`config.mk`:
```
export PLATFORM = sky130hd
export DESIGN_NAME = rs_add_bank_flat
export DESIGN_NICKNAME = d
export VERILOG_FILES = /design/src/rtl/rs_add_bank_pkg.sv /design/src/rtl/rs_add_bank_if.sv /design/src/rtl/rs_add_bank_slot.sv /design/src/rtl/rs_add_bank.sv /design/src/flat_wrapper.sv
export SDC_FILE = /design/constraint.sdc
export NUM_CORES = 1
export LEC_CHECK = 0
export BUFFER_PORTS_ARGS = -buffer_cell sky130_fd_sc_hd__buf_2
export CAP_MARGIN = 20
export CORE_AREA = 2 2 251 253
export DETAILED_ROUTE_END_ITERATION = 12
export DIE_AREA = 0 0 253 255
export PLACE_DENSITY_LB_ADDON = 0.25
export SLEW_MARGIN = 20
export SYNTH_ARGS = -nofsm -noshare
export SYNTH_HDL_FRONTEND = slang
export SYNTH_HIERARCHICAL = 1
export SYNTH_SLANG_ARGS = --single-unit
```
`constraint.sdc`:
```
create_clock -name clk -period 4 [get_ports clk]
set_clock_uncertainty 0.15 [all_clocks]
set_input_delay 0.4 -clock clk [delete_from_list [all_inputs] [get_ports clk]]
set_output_delay 0.4 -clock clk [all_outputs]
set_load 0.01 [all_outputs]
```
`src/rtl/rs_add_bank_pkg.sv`:
```
// Shared Tomasulo definitions: widths, the tag map and the reservation-station entry layout.
package tomasulo_pkg;

  localparam int TAG_W  = 4;
  localparam int DATA_W = 32;
  localparam int OP_W   = 4;

  // A zero producer tag means the operand value is already present.
  localparam logic [TAG_W-1:0] TAG_NONE = '0;

  // Tag map shared by every unit that broadcasts on the CDB.
  localparam int ADD_RS_TAG_BASE = 1;
  localparam int MUL_RS_TAG_BASE = 4;
  localparam int LD_TAG_BASE     = 6;

  typedef enum logic [1:0] {
    FREE = 2'd0,
    WAIT = 2'd1,
    EXEC = 2'd2
  } rs_state_t;

  typedef struct packed {
    rs_state_t         state;
    logic [OP_W-1:0]   op;
    logic [DATA_W-1:0] vj;
    logic [TAG_W-1:0]  qj;
    logic [DATA_W-1:0] vk;
    logic [TAG_W-1:0]  qk;
  } rs_entry_t;

  // True when a pending operand is produced by the current broadcast.
  function automatic logic tagHit(input logic [TAG_W-1:0] q,
                                  input logic             cdbValid,
                                  input logic [TAG_W-1:0] cdbTag);
    return cdbValid && (q != TAG_NONE) && (q == cdbTag);
  endfunction

endpackage

```
`src/rtl/rs_add_bank_if.sv`:
```
// Issue, CDB and dispatch signals of the adder reservation-station bank.
interface rs_add_bank_if import tomasulo_pkg::*; ();

  logic              issue_valid;
  logic              issue_ready;
  logic [OP_W-1:0]   issue_op;
  logic [DATA_W-1:0] issue_vj;
  logic [TAG_W-1:0]  issue_qj;
  logic [DATA_W-1:0] issue_vk;
  logic [TAG_W-1:0]  issue_qk;
  logic [TAG_W-1:0]  issue_tag;

  logic              cdb_valid;
  logic [TAG_W-1:0]  cdb_tag;
  logic [DATA_W-1:0] cdb_data;

  logic              disp_valid;
  logic              disp_ready;
  logic [OP_W-1:0]   disp_op;
  logic [DATA_W-1:0] disp_a;
  logic [DATA_W-1:0] disp_b;
  logic [TAG_W-1:0]  disp_tag;

  // The bank side.
  modport slave (
    input  issue_valid, issue_op, issue_vj, issue_qj, issue_vk, issue_qk,
    input  cdb_valid, cdb_tag, cdb_data,
    input  disp_ready,
    output issue_ready, issue_tag,
    output disp_valid, disp_op, disp_a, disp_b, disp_tag
  );

  // The issue logic / CDB / adder side.
  modport master (
    output issue_valid, issue_op, issue_vj, issue_qj, issue_vk, issue_qk,
    output cdb_valid, cdb_tag, cdb_data,
    output disp_ready,
    input  issue_ready, issue_tag,
    input  disp_valid, disp_op, disp_a, disp_b, disp_tag
  );

endinterface

```
`src/rtl/rs_add_bank_slot.sv`:
```
// One reservation-station slot: operand storage, CDB snoop/bypass and free on its own tag.
module rs_slot import tomasulo_pkg::*; #(
  parameter logic [TAG_W-1:0] MY_TAG = 4'd1
) (
  input  logic              clk,
  input  logic              reset,
  input  logic              alloc_i,
  input  logic              dispatch_i,
  input  logic [OP_W-1:0]   issueOp_i,
  input  logic [DATA_W-1:0] issueVj_i,
  input  logic [TAG_W-1:0]  issueQj_i,
  input  logic [DATA_W-1:0] issueVk_i,
  input  logic [TAG_W-1:0]  issueQk_i,
  input  logic              cdbValid_i,
  input  logic [TAG_W-1:0]  cdbTag_i,
  input  logic [DATA_W-1:0] cdbData_i,
  output rs_entry_t         entry_o,
  output logic              eligible_o,
  output logic              busyNext_o
);

  rs_entry_t entry_q;
  rs_entry_t entry_d;

  // Next-state: allocation with same-cycle bypass, operand snoop while waiting, release on own broadcast.
  always_comb begin
    entry_d = entry_q;
    unique case (entry_q.state)
      FREE: begin
        if (alloc_i) begin
          entry_d.state = WAIT;
          entry_d.op    = issueOp_i;
          entry_d.vj    = issueVj_i;
          entry_d.qj    = issueQj_i;
          entry_d.vk    = issueVk_i;
          entry_d.qk    = issueQk_i;
          if (tagHit(issueQj_i, cdbValid_i, cdbTag_i)) begin
            entry_d.vj = cdbData_i;
            entry_d.qj = TAG_NONE;
          end
          if (tagHit(issueQk_i, cdbValid_i, cdbTag_i)) begin
            entry_d.vk = cdbData_i;
            entry_d.qk = TAG_NONE;
          end
        end
      end
      WAIT: begin
        if (tagHit(entry_q.qj, cdbValid_i, cdbTag_i)) begin
          entry_d.vj = cdbData_i;
          entry_d.qj = TAG_NONE;
        end
        if (tagHit(entry_q.qk, cdbValid_i, cdbTag_i)) begin
          entry_d.vk = cdbData_i;
          entry_d.qk = TAG_NONE;
        end
        if (dispatch_i) begin
          entry_d.state = EXEC;
        end
      end
      EXEC: begin
        if (cdbValid_i && (cdbTag_i == MY_TAG)) begin
          entry_d.state = FREE;
        end
      end
      default: entry_d.state = FREE;
    endcase
  end

  // Slot register; reset empties the slot and clears pending tags.
  always_ff @(posedge clk) begin
    if (reset) begin
      entry_q <= '0;
    end else begin
      entry_q <= entry_d;
    end
  end

  assign entry_o    = entry_q;
  assign eligible_o = (entry_q.state == WAIT) && (entry_q.qj == TAG_NONE) && (entry_q.qk == TAG_NONE);
  assign busyNext_o = (entry_d.state != FREE);

endmodule

```
`src/rtl/rs_add_bank.sv`:
```
// Adder reservation-station bank: allocation, dispatch selection, output register and occupancy count.
module rs_add_bank #(
  parameter int NUM_ENTRIES = 3,
  parameter int TAG_BASE    = tomasulo_pkg::ADD_RS_TAG_BASE,
  parameter int DATA_W      = tomasulo_pkg::DATA_W,
  parameter int TAG_W       = tomasulo_pkg::TAG_W,
  parameter int OP_W        = tomasulo_pkg::OP_W
) (
  input  logic                               clk,
  input  logic                               reset,
  rs_add_bank_if.slave                       bus,
  output logic [$clog2(NUM_ENTRIES+1)-1:0]   busy_count
);

  import tomasulo_pkg::*;

  localparam int CNT_W = $clog2(NUM_ENTRIES + 1);
  localparam int IDX_W = (NUM_ENTRIES > 1) ? $clog2(NUM_ENTRIES) : 1;

  rs_entry_t               entries [NUM_ENTRIES];
  logic [NUM_ENTRIES-1:0]  eligVec;
  logic [NUM_ENTRIES-1:0]  busyNextVec;
  logic [NUM_ENTRIES-1:0]  allocVec;
  logic [NUM_ENTRIES-1:0]  dispatchVec;

  logic                    hasFree;
  logic [IDX_W-1:0]        allocIdx;
  logic                    hasElig;
  logic [IDX_W-1:0]        selIdx;
  logic                    issueFire;
  logic                    loadOut;

  logic                    dispValid_q, dispValid_d;
  logic [OP_W-1:0]         dispOp_q, dispOp_d;
  logic [DATA_W-1:0]       dispA_q, dispA_d;
  logic [DATA_W-1:0]       dispB_q, dispB_d;
  logic [TAG_W-1:0]        dispTag_q, dispTag_d;
  logic [CNT_W-1:0]        busyCount_q, busyCount_d;

  for (genvar g = 0; g < NUM_ENTRIES; g++) begin : gSlot
    assign allocVec[g]    = issueFire && (allocIdx == IDX_W'(g));
    assign dispatchVec[g] = loadOut && hasElig && (selIdx == IDX_W'(g));

    rs_slot #(
      .MY_TAG(TAG_W'(TAG_BASE + g))
    ) uSlot (
      .clk        (clk),
      .reset      (reset),
      .alloc_i    (allocVec[g]),
      .dispatch_i (dispatchVec[g]),
      .issueOp_i  (bus.issue_op),
      .issueVj_i  (bus.issue_vj),
      .issueQj_i  (bus.issue_qj),
      .issueVk_i  (bus.issue_vk),
      .issueQk_i  (bus.issue_qk),
      .cdbValid_i (bus.cdb_valid),
      .cdbTag_i   (bus.cdb_tag),
      .cdbData_i  (bus.cdb_data),
      .entry_o    (entries[g]),
      .eligible_o (eligVec[g]),
      .busyNext_o (busyNextVec[g])
    );
  end

  // Lowest-index free slot receives the next issue; scanning downward leaves the lowest one.
  always_comb begin
    hasFree  = 1'b0;
    allocIdx = '0;
    for (int i = NUM_ENTRIES - 1; i >= 0; i--) begin
      if (entries[i].state == FREE) begin
        hasFree  = 1'b1;
        allocIdx = IDX_W'(i);
      end
    end
  end

  // Lowest-index slot whose registered operands are both present is offered to the adder.
  always_comb begin
    hasElig = 1'b0;
    selIdx  = '0;
    for (int i = NUM_ENTRIES - 1; i >= 0; i--) begin
      if (eligVec[i]) begin
        hasElig = 1'b1;
        selIdx  = IDX_W'(i);
      end
    end
  end

  assign issueFire = bus.issue_valid && hasFree;
  assign loadOut   = !dispValid_q || bus.disp_ready;

  // Output register refills only when empty or being accepted, so a stalled request holds steady.
  always_comb begin
    dispValid_d = dispValid_q;
    dispOp_d    = dispOp_q;
    dispA_d     = dispA_q;
    dispB_d     = dispB_q;
    dispTag_d   = dispTag_q;
    if (loadOut) begin
      if (hasElig) begin
        dispValid_d = 1'b1;
        dispOp_d    = entries[selIdx].op;
        dispA_d     = entries[selIdx].vj;
        dispB_d     = entries[selIdx].vk;
        dispTag_d   = TAG_W'(TAG_BASE) + TAG_W'(selIdx);
      end else begin
        dispValid_d = 1'b0;
      end
    end
  end

  // Occupancy follows the slots' next states so it changes on the same edge they do.
  always_comb begin
    busyCount_d = '0;
    for (int i = 0; i < NUM_ENTRIES; i++) begin
      if (busyNextVec[i]) begin
        busyCount_d = busyCount_d + CNT_W'(1);
      end
    end
  end

  // Dispatch and count registers; reset drops any pending request.
  always_ff @(posedge clk) begin
    if (reset) begin
      dispValid_q <= 1'b0;
      dispOp_q    <= '0;
      dispA_q     <= '0;
      dispB_q     <= '0;
      dispTag_q   <= '0;
      busyCount_q <= '0;
    end else begin
      dispValid_q <= dispValid_d;
      dispOp_q    <= dispOp_d;
      dispA_q     <= dispA_d;
      dispB_q     <= dispB_d;
      dispTag_q   <= dispTag_d;
      busyCount_q <= busyCount_d;
    end
  end

  assign bus.issue_ready = hasFree;
  assign bus.issue_tag   = TAG_W'(TAG_BASE) + TAG_W'(allocIdx);
  assign bus.disp_valid  = dispValid_q;
  assign bus.disp_op     = dispOp_q;
  assign bus.disp_a      = dispA_q;
  assign bus.disp_b      = dispB_q;
  assign bus.disp_tag    = dispTag_q;
  assign busy_count      = busyCount_q;

endmodule

```
`src/flat_wrapper.sv`:
```
// flat-port wrapper written by rule: the top's interface ports become plain ports
module rs_add_bank_flat import tomasulo_pkg::*;
#(
  parameter int NUM_ENTRIES = 3,
  parameter int TAG_BASE    = tomasulo_pkg::ADD_RS_TAG_BASE,
  parameter int DATA_W      = tomasulo_pkg::DATA_W,
  parameter int TAG_W       = tomasulo_pkg::TAG_W,
  parameter int OP_W        = tomasulo_pkg::OP_W
)
  (clk, reset, busy_count, bus_issue_valid, bus_issue_op, bus_issue_vj, bus_issue_qj, bus_issue_vk, bus_issue_qk, bus_cdb_valid, bus_cdb_tag, bus_cdb_data, bus_disp_ready, bus_issue_ready, bus_issue_tag, bus_disp_valid, bus_disp_op, bus_disp_a, bus_disp_b, bus_disp_tag);
  rs_add_bank_if bus_i ();
  input  logic clk;
  input  logic reset;
  output logic [$clog2(NUM_ENTRIES+1)-1:0] busy_count;
  input wire logic [$bits(bus_i.issue_valid)-1:0] bus_issue_valid;
  input wire logic [$bits(bus_i.issue_op)-1:0] bus_issue_op;
  input wire logic [$bits(bus_i.issue_vj)-1:0] bus_issue_vj;
  input wire logic [$bits(bus_i.issue_qj)-1:0] bus_issue_qj;
  input wire logic [$bits(bus_i.issue_vk)-1:0] bus_issue_vk;
  input wire logic [$bits(bus_i.issue_qk)-1:0] bus_issue_qk;
  input wire logic [$bits(bus_i.cdb_valid)-1:0] bus_cdb_valid;
  input wire logic [$bits(bus_i.cdb_tag)-1:0] bus_cdb_tag;
  input wire logic [$bits(bus_i.cdb_data)-1:0] bus_cdb_data;
  input wire logic [$bits(bus_i.disp_ready)-1:0] bus_disp_ready;
  output wire logic [$bits(bus_i.issue_ready)-1:0] bus_issue_ready;
  output wire logic [$bits(bus_i.issue_tag)-1:0] bus_issue_tag;
  output wire logic [$bits(bus_i.disp_valid)-1:0] bus_disp_valid;
  output wire logic [$bits(bus_i.disp_op)-1:0] bus_disp_op;
  output wire logic [$bits(bus_i.disp_a)-1:0] bus_disp_a;
  output wire logic [$bits(bus_i.disp_b)-1:0] bus_disp_b;
  output wire logic [$bits(bus_i.disp_tag)-1:0] bus_disp_tag;
  assign bus_i.issue_valid = bus_issue_valid;
  assign bus_i.issue_op = bus_issue_op;
  assign bus_i.issue_vj = bus_issue_vj;
  assign bus_i.issue_qj = bus_issue_qj;
  assign bus_i.issue_vk = bus_issue_vk;
  assign bus_i.issue_qk = bus_issue_qk;
  assign bus_i.cdb_valid = bus_cdb_valid;
  assign bus_i.cdb_tag = bus_cdb_tag;
  assign bus_i.cdb_data = bus_cdb_data;
  assign bus_i.disp_ready = bus_disp_ready;
  assign bus_issue_ready = bus_i.issue_ready;
  assign bus_issue_tag = bus_i.issue_tag;
  assign bus_disp_valid = bus_i.disp_valid;
  assign bus_disp_op = bus_i.disp_op;
  assign bus_disp_a = bus_i.disp_a;
  assign bus_disp_b = bus_i.disp_b;
  assign bus_disp_tag = bus_i.disp_tag;
  rs_add_bank #(.NUM_ENTRIES(NUM_ENTRIES), .TAG_BASE(TAG_BASE), .DATA_W(DATA_W), .TAG_W(TAG_W), .OP_W(OP_W)) u_core (.clk(clk), .reset(reset), .bus(bus_i), .busy_count(busy_count));
endmodule
```
==> metrics.cfg, run 1 <==
[global_route]
grt_pass1_wl_mm = 102.0
grt_pass1_vias = 17220
grt_max_degree = 131
grtUsageTotal_pct = 20.41
antenna_found_initial = 9
grt_overflow_total = 0

[cells_and_area]
fillers = 6479
stdcell_count = 3105
drive_gt1_share_pct = 23.01
syn2layout_area_growth_pct = 13.54
final_nets = 2394

[placement]
hpwlAfterDp_mm = 41.28
placed_cells = 3030
gp_congestion = 0.7974
io_buffers = 193

[drt]
dr_total_vias = 16940
route.detailed.drc = 0
ant_nets = 0
wl_mm = 66.94
initialDrtViolationCount = 1101
post_drt_via_cell_ratio = 5.455
first_pass_iters = 5
wl_per_cell_um = 21.56

[synthesis]
syn_avg_cell_area_um2 = 8.289
synth_flop_cell = dfxtp_1
synthTopCellsByArea = dfxtp_1 (34%), nand2_1 (12%), mux2_4 (9.1%), a31oi_1 (5.9%), o21ai_0 (5.4%)
ys_types = 53
ys_warn_count = 6
synthTopCellsByCount = nand2_1 (564), dfxtp_1 (308), o21ai_0 (200)
synth_edf_count = 0
syn_inst = 2220
synth_top_area_cell = dfxtp_1
syn_area_um2 = 18400
yosysSeqAreaShare_pct = 33.51
synth-seq-cells = 308
yosysMostFrequentCell = nand2_1
async_reset_ff_share_pct = 0
synth_top_area_share_pct = 33.51

[clock_tree]
clkSinkCount = 308
cts_tree = built
postCtsSetupBuffers = 0
clk_latency_ns = 0.56
clk_pin_slew_ns = 0.06
cts_root_buffer = clkbuf_16
clockBufferDepth = 3
cts_max_level = 2
numCtsBuffers = 39

[critical_path]
path_buf_inv = 1
r2r_start = u_core/gSlot[2].uSlot/entry_o[76]
reg2regPathDepth = 6
crit_chain = nor2b_4 > and4_4 > or3_4 > and2_4 > buf_12 > a311oi_1
critPathMaxFanout = 48
crit_path_start = u_core/gSlot[2].uSlot/entry_o[76]
cpMaxStageDelayCell = or3_4
worstPathRequired_ns = 4.23
worst-path-stages = 6
critPathLaunchType = flop
arrival_ns = 3.19
cpPeakStageDelay_ns = 0.48
criticalPathCategory = flop to flop
path_delay_family = simple AND/OR/NAND/NOR gates
regToRegSetupSlack_ns = 1.04
critPathCaptureType = flop

[timing]
setup_viol = 0
maxSlewViolCount = 0
period_share_pct = 73.89
hold_viol = 0
relSlewSlack_pct = 33.04
whs_ns = 0.03470
tns_ns = 0
worst_slew_pin_slew_ns = 1.003
period_minus_slack_ns = 2.956
fmax_ghz = 0.3383
rsz0062_at_grt = no

[hold_path]
hold_depth = 3
min_from = bus_cdb_data[10]
min_path_type = input port to flop

[outcome]
status = finished, final reports clean

[floorplanning]
num_rows = 92
num_io_pins = 197
fp.dieH_um = 255
core_area_um2 = 62160
die_w_um = 253
initial_utilization_pct = 29.61
dieArea_um2 = 64520

[pwr]
ir_drop_mv = 0.2964
power-per-cell-area_nw_per_um2 = 480.7
p_leak_nw = 7.120

[job]
cap_violations = 0

## state kept, by name, indices dropped and copies added (netlist names)
name                        flops
u_core/bus.disp_b              32
u_core/bus.disp_valid           1
u_core/gSlot.uSlot/entry_o    234
u_core/busy_count               2
u_core/bus.disp_tag             3
u_core/bus.disp_a              32
u_core/bus.disp_op              4
## cell type report
class,count,area (um2),share of cell area (%)
Clock inverter,9,152.6,0.7306
Tap cell,799,999.7,4.785
Clock buffer,60,1187,5.683
Multi-Input combinational cell,1680,10900,52.18
Timing Repair Buffer,237,1444,6.911
Inverter,9,35.03,0.1677
Sequential cell,308,6166,29.51
Antenna cell,3,7.507,0.03593
## layout by cell type, fill, tap and decap left out, drive strengths merged, types with 9 or more instances in the layout
master and count:
nand2 564, dfxtp 308, buf 234, o21ai 204, a31oi 192, mux2 192, a21oi 92, a21o 74
nand3b 71, a311oi 68, clkbuf 60, nor2 42, nor3 30, xor2 28, and2 18, o21a 15
mux2i 13, nor4 10, xnor2 9
## final timing paths
| check | to |
|---|---|
| worst max-delay path | u_core/bus.disp_b[1] |
| worst min-delay path | u_core/gSlot[0].uSlot/entry_o[50] |
| worst max register to register | u_core/bus.disp_b[1] |
| worst min register to register | u_core/bus.disp_tag[2] |
## kinds of logic after synthesis
family          Yosys count  share of synthesized area (%)
compound gates          652                          22.82
xor+xnor                 37                          1.761
fa+ha+maj                 2                         0.1360
buf+inv                 234                          7.846
flops                   308                          33.51
mux                     205                          14.72
other cells               1                        0.02038
simple gates            781                          19.19
## power by group
group / total, mW / leakage [nW] / internal, mW / switching (mW)
sequential: 3.75 / 2.51 / 3.49 / 0.259
clock: 3.71 / 0.647 / 2.30 / 1.41
combinational: 2.59 / 3.96 / 0.956 / 1.63
total: 10.0 / 7.12 / 6.74 / 3.30
## through the flow
step	power, mW	worst slack, ns	util [%]	area [um2]
6_report	10.04	1.044	33.61	20890
5_1_grt	10.51	0.8843	33.61	20890
4_1_cts	10.12	1.027	33.60	20890
3_5_place_dp	6.391	1.046	31.39	19520
3_3_place_gp	6.340	1.097	31.39	19520
2_1_floorplan	5.468	1.642	-	18410
## routing by layer
| metal | GRT usage, % | share of wire (%) | vias up |
|---|---|---|---|
| met5 | 0 | 0.019 | - |
| met4 | 8.098 | 3.4 | 2 |
| met3 | 2.797 | 5.3 | 147 |
| met2 | 34.84 | 46 | 583 |
| met1 | 26.01 | 45 | 8215 |
| li1 | - | - | 7990 |
## timing repair
action | CTS | global route
endpoints found under the hold margin | 9 | 0
gates resized for setup | 0 | 0
hold buffers | 3 | 0
## worst reg2reg max path, stage by stage (launching register included)
cell and delay (ns):
dfxtp_1 0.47, nor2b_4 0.23, and4_4 0.47, or3_4 0.48, and2_4 0.48, buf_12 0.32
a311oi_1 0.19
Power figures use the tool's default switching activity.
==> run 2, diff against run 1 <==
- clock period: 4 -> 2.99 ns (I/O delays scaled with it)
==> run 2 against run 1 <==
First-iteration DRC count rose by 0.18%. Combinational power is 41% higher. Utilization grew 2.0 points. Clock-buffer cell count fell by 3. Register-to-register slack worse by 0.80 ns. Die area stayed put. Sequential power grew 33%. Design area grew 5.9%. Non-clock buffer count rose by 108. Global-route usage up 0.15 points. Highest routed layer unchanged.
==> metrics.cfg, run 2 (same netlist as run 1, synthesis figures left out) <==
[clock_tree]
cts_resized = 0  ; unchanged
clkSinkCount = 308  ; unchanged
hold_buffers = 99  ; +96
clockBufferDepth = 3  ; unchanged
numCtsBuffers = 39  ; unchanged
clk_latency_ns = 0.57  ; about the same
postCtsSetupBuffers = 0  ; unchanged
cts_root_buffer = clkbuf_16
clk_pin_slew_ns = 0.06  ; about the same
cts_tree = built
cts_max_level = 2  ; unchanged

[critical_path]
cpMaxStageDelayCell = dlygate4sd3_1
path_buf_inv = 2  ; +1
arrival_ns = 3.10  ; -0.09 ns
path_delay_family = buffers and inverters
cpPeakStageDelay_ns = 0.56  ; +0.08 ns
crit_chain = nor2_1 > and2_1 > nor2b_4 > buf_12 > nand2_1 > mux2_4 > a31oi_1 > dlygate4sd3_1
criticalPathCategory = flop to flop
worst-path-stages = 8  ; +2
critPathMaxFanout = 104  ; +120%
reg2regPathDepth = 8  ; +2
worstPathRequired_ns = 3.35  ; -0.88 ns
critPathCaptureType = flop
critPathLaunchType = flop

[placement]
hpwlAfterDp_mm = 42.25  ; +2.3%
gp_congestion = 0.7986  ; +0.15%
io_buffers = 193  ; unchanged

[floorplanning]
core_area_um2 = 62160  ; unchanged
fp.dieH_um = 255  ; unchanged
num_io_pins = 197  ; unchanged
initial_utilization_pct = 29.61  ; unchanged
num_rows = 92  ; unchanged
die_w_um = 253  ; unchanged
dieArea_um2 = 64520  ; unchanged

[timing]
worst_slew_pin_slew_ns = 1.094  ; +0.09117 ns
maxSlewViolCount = 0  ; unchanged
hold_viol = 0  ; unchanged
relSlewSlack_pct = 27.04  ; -6.0 points
period_minus_slack_ns = 2.744  ; -0.2114 ns
setup_viol = 0  ; unchanged
fmax_ghz = 0.3644  ; +7.7%
tns_ns = 0  ; unchanged
rsz0062_at_grt = no
period_share_pct = 91.78  ; +18 points

[drt]
post_drt_via_cell_ratio = 5.437  ; -0.32%
dr_total_vias = 17450  ; +3.0%
wl_mm = 68.17  ; +1.8%
ant_nets = 0  ; unchanged
wl_per_cell_um = 21.24  ; -1.5%
route.detailed.drc = 0  ; unchanged
first_pass_iters = 6  ; +1
initialDrtViolationCount = 1103  ; +0.18%

[cells_and_area]
syn2layout_area_growth_pct = 20.25
register_area_um2 = 6166  ; unchanged
final_cell_mix = nand2_1 (564), dfxtp_1 (308), o21ai_0 (200)
n_antenna_cell = 0  ; -3
fillers = 6478  ; -0.015%
final_nets = 2502  ; +4.5%
multi_input_area_um2 = 10900  ; unchanged
final_common_cell = nand2_1
largest_reg_flops = 234  ; unchanged
drive_gt1_share_pct = 22.52  ; -0.49 points

[global_route]
grt_overflow_total = 0  ; unchanged
grtUsageTotal_pct = 20.56  ; +0.15 points
antenna_found_initial = 1  ; -8
grt_pass1_vias = 17240  ; +0.070%
grt_max_degree = 105  ; -20%
grt_pass1_wl_mm = 102.1  ; +0.15%

[hold_path]
hold_depth = 4  ; +1
min_path_type = input port to flop

[job]
cap_violations = 0  ; unchanged

[pwr]
power-per-cell-area_nw_per_um2 = 617.3  ; +28%
total_power_mw = 13.66  ; +36%
ir_drop_mv = 0.3339  ; +13%
p_leak_nw = 7.663  ; +7.6%

[outcome]
status = finished, final reports clean

-- run 2: through the flow --
step	hold slack (ns)	setup slack, ns	std cells	area [um2]	utilization (%)
floorplan	0.2181	0.6318	2222	18410	-
CTS	0.002699	0.2836	3210	22130	35.60
global placement	0.3178	0.4858	3042	19790	31.84
detailed placement	0.3168	0.3928	3042	19790	31.84
global route	0.02332	0.09940	3210	22130	35.60
finish	0.03163	0.2457	3210	22130	35.60
-- run 2: worst min-delay path, stage by stage --
cell	delay, ns
buf_2	0.14
nand2_1	0.06
mux2_4	0.13
a31oi_1	0.07
-- run 2: area by class of cell --
cell class                 instances  share of cell area [%]
multi-input combinational       1680                   49.26
sequential                       308                   27.86
timing repair buffer             345                   12.12
clock buffer                      57                   5.174
tap                              799                   4.518
clock inverter                    12                  0.9047
inverter                           9                  0.1527
-- run 2: path summary, 6_finish.rpt --
path	start	slack [ns]	end
max reg2reg	u_core/gSlot[0].uSlot/entry_o[77]	0.25	u_core/gSlot[0].uSlot/entry_o[50]
min	bus_issue_vk[11]	0.03	u_core/gSlot[0].uSlot/entry_o[15]
max	u_core/gSlot[0].uSlot/entry_o[77]	0.25	u_core/gSlot[0].uSlot/entry_o[50]
min reg2reg	u_core/gSlot[0].uSlot/entry_o[35]	0.32	u_core/bus.disp_b[31]
-- run 2: power breakdown --
group	internal [mW]	switching, mW
clock	3.09	1.93
sequential	4.67	0.337
combinational	1.41	2.23
total	9.17	4.49
-- run 2: routing by layer --
layer  global-route usage [%]  vias to the layer above  routed length (um)
met5                        0                        -                  13
met3                    2.929                      121                3675
met4                    7.016                        2                1869
met1                    26.81                     8545               30930
met2                    34.77                      564               31680
li1                         -                     8221                   -
==> run 3, diff against run 2 <==
- HOLD_SLACK_MARGIN: default -> 0.08
- RECOVER_POWER: default -> 50
==> run 3 against run 2 <==
Die area is the same. Routed wire length grew 0.18%. Combinational power shrank 2%. Cell count grew 0.59%. Fmax shrank 1.9%.
==> metrics.cfg, run 3 (same netlist as run 1, synthesis figures left out) <==
[critical_path]
cpPeakStageDelay_ns = 0.57  ; about the same
arrival_ns = 3.14  ; +0.04 ns
critPathLaunchType = input port
crit_top_cell = dlygate4sd3_1
cpMaxStageDelayCell = dlygate4sd3_1
critPathMaxFanout = 28  ; -73%
crit_chain = dlygate4sd3_1 > buf_2 > xor2_1 > nor2_1 > o211a_4 > buf_12 > mux2_4 > a31oi_1 > dlygate4sd3_1
worstPathRequired_ns = 3.33  ; -0.02 ns
critPathCaptureType = flop
criticalPathCategory = input port to flop

[drt]
dr_total_vias = 17450  ; -0.0057%
wl_mm = 68.29  ; +0.18%
post_drt_via_cell_ratio = 5.405  ; -0.59%
first_pass_iters = 6  ; unchanged
wl_per_cell_um = 21.15  ; -0.41%
route.detailed.drc = 0  ; unchanged
initialDrtViolationCount = 1204  ; +9.2%
ant_nets = 0  ; unchanged

[pwr]
ir_drop_mv = 0.3352  ; +0.37%
p_leak_nw = 7.328  ; -4.4%
power-per-cell-area_nw_per_um2 = 614.8  ; -0.41%

[global_route]
grt_pass1_wl_mm = 102.4  ; +0.27%
grtUsageTotal_pct = 20.61  ; +0.044 points
grt_pass1_vias = 17310  ; +0.41%
grt_max_degree = 105  ; unchanged
antenna_found_initial = 1  ; unchanged
grt_overflow_total = 0  ; unchanged

[cells_and_area]
syn2layout_area_growth_pct = 20.10
final_nets = 2521  ; +0.76%
final_cell_mix = nand2_1 (564), dfxtp_1 (308), o21ai_0 (200)
drive_gt1_share_pct = 18.19  ; -4.3 points
largest_reg_flops = 234  ; unchanged
final_common_cell = nand2_1
final_area_um2 = 22100  ; -0.12%
n_antenna_cell = 0  ; unchanged
fillers = 6534  ; +0.86%

[clock_tree]
cts_root_buffer = clkbuf_16
cts_tree = built
clk_latency_ns = 0.57  ; about the same
cts_max_level = 2  ; unchanged
numCtsBuffers = 39  ; unchanged
clk_pin_slew_ns = 0.06  ; about the same
clkSinkCount = 308  ; unchanged
postCtsSetupBuffers = 0  ; unchanged
clockBufferDepth = 3  ; unchanged

[timing]
tns_ns = 0  ; unchanged
hold_viol = 0  ; unchanged
fmax_ghz = 0.3575  ; -1.9%
setup_viol = 0  ; unchanged
period_minus_slack_ns = 2.797  ; +0.05253 ns
period_share_pct = 93.54  ; +1.8 points
maxSlewViolCount = 0  ; unchanged
worst_slew_pin_slew_ns = 1.092  ; -0.002663 ns
whs_ns = 0.2150  ; +0.1834 ns
relSlewSlack_pct = 27.22  ; +0.18 points
rsz0062_at_grt = no

[floorplanning]
num_io_pins = 197  ; unchanged
core_area_um2 = 62160  ; unchanged
dieArea_um2 = 64520  ; unchanged
die_w_um = 253  ; unchanged
initial_utilization_pct = 29.61  ; unchanged
fp.dieH_um = 255  ; unchanged
num_rows = 92  ; unchanged

[placement]
hpwlAfterDp_mm = 42.25  ; unchanged
io_buffers = 193  ; unchanged
place_area_um2 = 19790  ; unchanged
gp_congestion = 0.7986  ; unchanged

[hold_path]
min_path_type = input port to flop

[job]
cap_violations = 0  ; unchanged

[outcome]
status = finished, final reports clean

==> run 3: cell types whose count changed in the layout (fill, tap and decap cells not counted), moves of 19 or more <==
cell | previous run | this run
buf_2 | 192 | 115
mux2_1 | 28 | 48
mux2_4 | 111 | 91
dlygate4sd3_1 | 99 | 118
clkbuf_1 | 9 | 88
==> run 3: layout make-up <==
| class | instances | area, um2 | area share, % |
|---|---|---|---|
| Multi-Input combinational cell | 1680 | 10820 | 48.95 |
| Sequential cell | 308 | 6166 | 27.90 |
| Timing Repair Buffer | 364 | 2739 | 12.39 |
| Clock buffer | 57 | 1145 | 5.180 |
| Tap cell | 799 | 999.7 | 4.523 |
| Clock inverter | 12 | 200.2 | 0.9058 |
| Inverter | 9 | 33.78 | 0.1529 |
==> run 3: stage by stage <==
| step | utilization [%] | power (mW) | setup WS (ns) | instances |
|---|---|---|---|---|
| 6_report | 35.56 | 13.59 | 0.1931 | 3229 |
| 3_5_place_dp | 31.84 | 8.589 | 0.3928 | 3042 |
| 5_1_grt | 35.56 | 14.25 | 0.05705 | 3229 |
| 4_1_cts | 35.91 | 13.81 | 0.2382 | 3229 |
| 3_3_place_gp | 31.84 | 8.525 | 0.4858 | 3042 |
| 2_1_floorplan | - | 7.314 | 0.6318 | 2222 |
==> run 3: repair_timing <==
action                                 CTS  global route
hold buffers                           118             0
resized for setup                        0             0
setup endpoints to repair                0             0
endpoints found under the hold margin  246             0
==> run 3: path summary, 6_finish.rpt <==
path / startpoint / endpoint / cells after the start / slack, ns
max: bus_issue_qj[3] / u_core/gSlot[0].uSlot/entry_o[55] / 9 / 0.19
min: bus_cdb_valid / u_core/gSlot[2].uSlot/entry_o[77] / 4 / 0.21
max reg2reg: u_core/gSlot[0].uSlot/entry_o[77] / u_core/gSlot[0].uSlot/entry_o[55] / 8 / 0.21
min reg2reg: u_core/gSlot[0].uSlot/entry_o[35] / u_core/bus.disp_b[31] / 2 / 0.32
==> run 3: report_power, final <==
group	total [mW]	internal [mW]	switching [mW]	leakage [nW]
Sequential	5.01	4.67	0.346	2.51
Clock	5.01	3.09	1.93	0.663
Combinational	3.56	1.33	2.23	4.15
Total	13.6	9.08	4.50	7.33
==> run 3: routing by layer <==
metal | track usage [%] | vias to the layer above | share of wire, %
met3 | 2.909 | 117 | 5.4
met2 | 34.84 | 568 | 46
met5 | 0 | - | 0.019
met4 | 7.067 | 2 | 2.7
met1 | 26.87 | 8500 | 45
li1 | - | 8265 | -
==> run 3: critical path, delay by kind of cell <==
family	cells	cell delay, ns
muxes	1	0.32
xor gates and xnor gates	1	0.18
buffers and inverters	4	1.60
AOI/OAI and AO/OA	2	0.50
and+or+nand+nor	1	0.20
